$ cat src/rtl/debug_pattern_gen.sv
// Replays a stored sequence of patterns on a debug/trigger bus, holding each for dwell+1 cycles.
// Start, stop and loop are controlled by single-cycle pulses; all outputs are registered.
module debug_pattern_gen #(
    parameter int WIDTH = 8,
    parameter int DEPTH = 16,
    parameter int AW    = 4
) (
    input  logic             i_clk,
    input  logic             i_rst_n,
    input  logic             i_wr_en,
    input  logic [AW-1:0]    i_wr_addr,
    input  logic [WIDTH+7:0] i_wr_data,
    input  logic [AW-1:0]    i_last_idx,
    input  logic [7:0]       i_loops,
    input  logic             i_start,
    input  logic             i_stop,
    output logic [WIDTH-1:0] o_trg,
    output logic             o_busy,
    output logic             o_done,
    output logic [AW-1:0]    o_idx
);

    localparam logic ST_IDLE = 1'b0;
    localparam logic ST_RUN  = 1'b1;

    logic [WIDTH+7:0] r_mem [DEPTH];

    logic             r_state;
    logic [WIDTH-1:0] r_trg;
    logic             r_busy;
    logic             r_done;
    logic [AW-1:0]    r_idx;
    logic [AW-1:0]    r_last;
    logic [7:0]       r_dwell;
    logic [7:0]       r_pass;
    logic [7:0]       r_loops;

    logic             w_at_last;
    logic [AW-1:0]    w_fetch_idx;
    logic [WIDTH+7:0] w_entry;
    logic [7:0]       w_pass_nxt;
    logic             w_more;

    assign w_at_last   = (r_idx == r_last);
    assign w_fetch_idx = ((r_state == ST_IDLE) || w_at_last) ? '0 : r_idx + 1'b1;
    // A write landing on the same edge as the fetch of that entry is forwarded,
    // so the new contents show on this fetch rather than one pass later.
    assign w_entry     = (i_wr_en && (i_wr_addr == w_fetch_idx)) ? i_wr_data : r_mem[w_fetch_idx];
    assign w_pass_nxt  = r_pass + 8'd1;
    assign w_more      = (r_loops == 8'd0) || (w_pass_nxt < r_loops);

    always_ff @(posedge i_clk) begin
        if (i_wr_en) begin
            r_mem[i_wr_addr] <= i_wr_data;
        end
    end

    always_ff @(posedge i_clk or negedge i_rst_n) begin
        if (!i_rst_n) begin
            r_state <= ST_IDLE;
            r_trg   <= '0;
            r_busy  <= 1'b0;
            r_done  <= 1'b0;
            r_idx   <= '0;
            r_last  <= '0;
            r_dwell <= '0;
            r_pass  <= '0;
            r_loops <= '0;
        end else begin
            r_done <= 1'b0;
            case (r_state)
                ST_IDLE: begin
                    if (i_start && !i_stop) begin
                        r_state <= ST_RUN;
                        r_busy  <= 1'b1;
                        r_last  <= i_last_idx;
                        r_loops <= i_loops;
                        r_pass  <= '0;
                        r_idx   <= '0;
                        r_trg   <= w_entry[WIDTH+7:8];
                        r_dwell <= w_entry[7:0];
                    end
                end
                ST_RUN: begin
                    if (i_stop) begin
                        r_state <= ST_IDLE;
                        r_busy  <= 1'b0;
                        r_trg   <= '0;
                        r_idx   <= '0;
                        r_dwell <= '0;
                    end else if (r_dwell != 8'd0) begin
                        r_dwell <= r_dwell - 8'd1;
                    end else if (!w_at_last) begin
                        r_idx   <= w_fetch_idx;
                        r_trg   <= w_entry[WIDTH+7:8];
                        r_dwell <= w_entry[7:0];
                    end else begin
                        r_pass <= w_pass_nxt;
                        if (w_more) begin
                            r_idx   <= '0;
                            r_trg   <= w_entry[WIDTH+7:8];
                            r_dwell <= w_entry[7:0];
                        end else begin
                            r_state <= ST_IDLE;
                            r_busy  <= 1'b0;
                            r_trg   <= '0;
                            r_idx   <= '0;
                            r_done  <= 1'b1;
                        end
                    end
                end
                default: r_state <= ST_IDLE;
            endcase
        end
    end

    assign o_trg  = r_trg;
    assign o_busy = r_busy;
    assign o_done = r_done;
    assign o_idx  = r_idx;

endmodule
$ cat config.mk
export PLATFORM = sky130hd
export DESIGN_NAME = debug_pattern_gen
export DESIGN_NICKNAME = d
export VERILOG_FILES = /design/src/rtl/debug_pattern_gen.sv
export SDC_FILE = /design/constraint.sdc
export NUM_CORES = 1
export LEC_CHECK = 0
export ABC_CLOCK_PERIOD_IN_PS = 4600
export BUFFER_PORTS_ARGS = -buffer_cell sky130_fd_sc_hd__buf_2
export CAP_MARGIN = 15
export CORE_AREA = 8 8 210 192
export DETAILED_ROUTE_END_ITERATION = 8
export DIE_AREA = 0 0 218 200
export PLACE_DENSITY = 0.47
export SETUP_SLACK_MARGIN = 0.1
export SYNTH_ARGS = -nofsm -noshare
export SYNTH_HDL_FRONTEND = slang
export SYNTH_SLANG_ARGS = --single-unit
$ cat constraint.sdc
create_clock -name i_clk -period 4.6 [get_ports i_clk]
set_input_delay 0.92 -clock i_clk [delete_from_list [all_inputs] [get_ports i_clk]]
set_output_delay 0.92 -clock i_clk [all_outputs]
set_load 0.02 [all_outputs]
==> reports/qor.yml <==
finalNetCount: 1065
clockBufferDepth: 3
port_buffers: 50
irDropWorstVdd_mv: 0.336
drc_errors: 0
powerDensity_nw_per_um2: 535
crit_type: "flop to flop"
cts_root_buffer: "clkbuf_16"
netlist_instances: 949
met3_usage: 0.0288
design.core.area_sq_um: 36700
tightest_slew_ps: 1050
initial_core_util: 0.346
firstDrtPassIters: 5
drtIter0Drc: 653
crit_required_ps: 5050
io_pins: 51
grt_pass1_wl_um: 54500
hold_viol: 0
layout_common_cells: "256 x edfxtp_1, 153 x nand2_1, 50 x buf_2"
clkLatencyLatePin_ps: 530
final_antenna_net_count: 0
end_kind: "flop"
die_area_sq_um: 43600
synth-main-ff-cell: "edfxtp_1"
setup_tns_ps: 0
layout_setup_ws_ps: 1050
post-route-period-util: 0.771
status: "completed"
fin_skew_ps: 24.6
ys_ff_latch: 299
min_period_ps: 3550
yosysSeqAreaShare: 0.690
synth-async-reset-ratio: 0.144
max_slew_margin: 0.294
die_w_um: 218
grt_util_met2: 0.266
worstSetupStartpointType: "flop"
grt_usage: 0.168
max-cap-violations: 0
fin_util: 0.403
grt_pass1_vias: 8142
worstPathArrival_ps: 3990
num_rows: 67
overflow: 0
drive_gt1_frac: 0.174
grtUsageMet1: 0.237
synth_nets: 997
synth_area_sq_um: 12700
finalWirelength_um: 36500
power.share.sequential: 0.419
synth_edf_count: 256
place_congestion: 0.783
drv_slew: 0
yosys_warnings: 0
dpl.hpwl_um: 21700
setup_viol_count_final: 0
yosysUniqueCellTypes: 56
cts.hold.buffers_added: 0
grt_max_degree: 48
cts_resized: 0
p_sw_w: 0.00258
rsz0062_at_grt: "no"
die_h_um: 200
syn2layout_area_growth_pct: 16.5
cts-buffers-inserted: 34
via_count: 8193
top_usage_layer: "met2"
clkTransAtPathRegs_ps: 60
wl_per_cell_um: 24.0
hold_class: "input port to async pin"
antenna_found_initial: 0
switching_share: 0.326
fmax_mhz: 282
hold_ws_ps: 376
cts.sinks: 299
finalInstanceArea_sq_um: 14800
postCtsSetupRepairBufs: 0
syn_avg_cell_area_sq_um: 13.4
clock_power_share: 0.320
p_comb_frac: 0.261
layout.cells.most_common: "edfxtp_1"
internal_power_w: 0.00534
vias_per_cell: 5.37
placed_area_sq_um: 13800
cts_tree: "yes"
htree_levels: 2
dpl_worst_slack_ps: 1050
leakage_nw: 5.25
worst-path-max-fanout: 11
-- cell families after synthesis --
family / synth area share
fa+ha+maj: 0.0108
buf+inv: 0.0226
simple gates: 0.105
xor+xnor: 0.0144
compound gates: 0.108
flops: 0.690
mux: 0.0496
-- cells in the mapped netlist, types with 7 or more instances --
cell      number  share of area
mux2i_1       45          0.035
a221o_1        8         0.0063
clkbuf_1      43          0.013
nand2b_1       7         0.0034
a311oi_1      18          0.012
nor2_1        38          0.011
edfxtp_1     256           0.60
a221oi_1      11         0.0076
a211oi_1      26          0.015
mux2_2        10         0.0089
nand3_1       39          0.015
a21oi_1       28          0.011
nor2b_1       12         0.0059
nor3_1        15         0.0059
ha_1          11          0.011
o21ai_0       41          0.016
nand2_1      154          0.045
dfrtp_1       43          0.085
a31oi_1       21          0.010
buf_2          8         0.0032
xor2_1        11         0.0076
and3_1         7         0.0034
xnor2_1        8         0.0055
inv_1         12         0.0035
-- flip-flops by register name (all words and copies together), names as in the netlist, 4 cells and up --
register / flops
r_mem: 256
o_trg: 8
r_dwell: 8
r_loops: 8
r_pass: 8
o_idx: 4
r_last: 4
-- critical path, cell delays in order (launching register included) --
cell and delay [ps]:
dfrtp_1 420, ha_1 200, and3_1 190, nand3_1 100, xnor2_1 250, ha_1 290
a211o_1 260, a31oi_1 300, a2111oi_4 150, nor2_1 130, buf_4 200, nand3_2 320
or3b_2 580, nand3_1 100
-- per-stage QoR --
stage | instances | total power [W]
after floorplan | 949 | 0.00466
after detailed placement | 1464 | 0.00545
after CTS | 1524 | 0.00800
after global placement | 1464 | 0.00544
after global routing | 1524 | 0.00831
final | 1525 | 0.00792
-- worst paths after layout --
| path | startpoint | to | slack, ps | cells past startpoint |
|---|---|---|---|---|
| max in group asynchronous | i_rst_n | o_idx[0] | 3380 | 2 |
| min in group i_clk | o_busy | o_busy | 470 | 1 |
| setup / recovery | r_pass[0] | r_dwell[2] | 1050 | 13 |
| hold / removal | i_rst_n | o_idx[1] | 380 | 1 |
| setup reg to reg | r_pass[0] | r_dwell[2] | 1050 | 13 |
| hold reg to reg | o_busy | o_busy | 470 | 1 |
-- final cells by class --
cell class / instances / area [sq um]
diodes: 1 / 2.50
multi-input cells: 579 / 3790
flip-flops and latches: 299 / 8770
repair buffers: 90 / 576
well taps: 483 / 604
clock buffers: 46 / 927
clock inverters: 14 / 91.3
inverters: 13 / 48.8
fillers: 3473 / 21900
-- power groups by stage --
stage	Combinational, W	Clock (W)	Sequential (W)
floorplan	0.00133	0	0.00333
finish	0.00206	0.00253	0.00332
global route	0.00226	0.00270	0.00334
CTS	0.00209	0.00259	0.00332
detailed placement	0.00208	0	0.00337
global placement	0.00207	0	0.00338
-- routing by layer --
metal	vias to the layer above	part of all wire	wire, um
met4	0	0.022	797
li1	3755	-	-
met3	60	0.049	1790
met2	202	0.46	16700
met5	-	0	0
met1	4176	0.47	17200
Note: power is estimated with default switching activity, not from simulation.
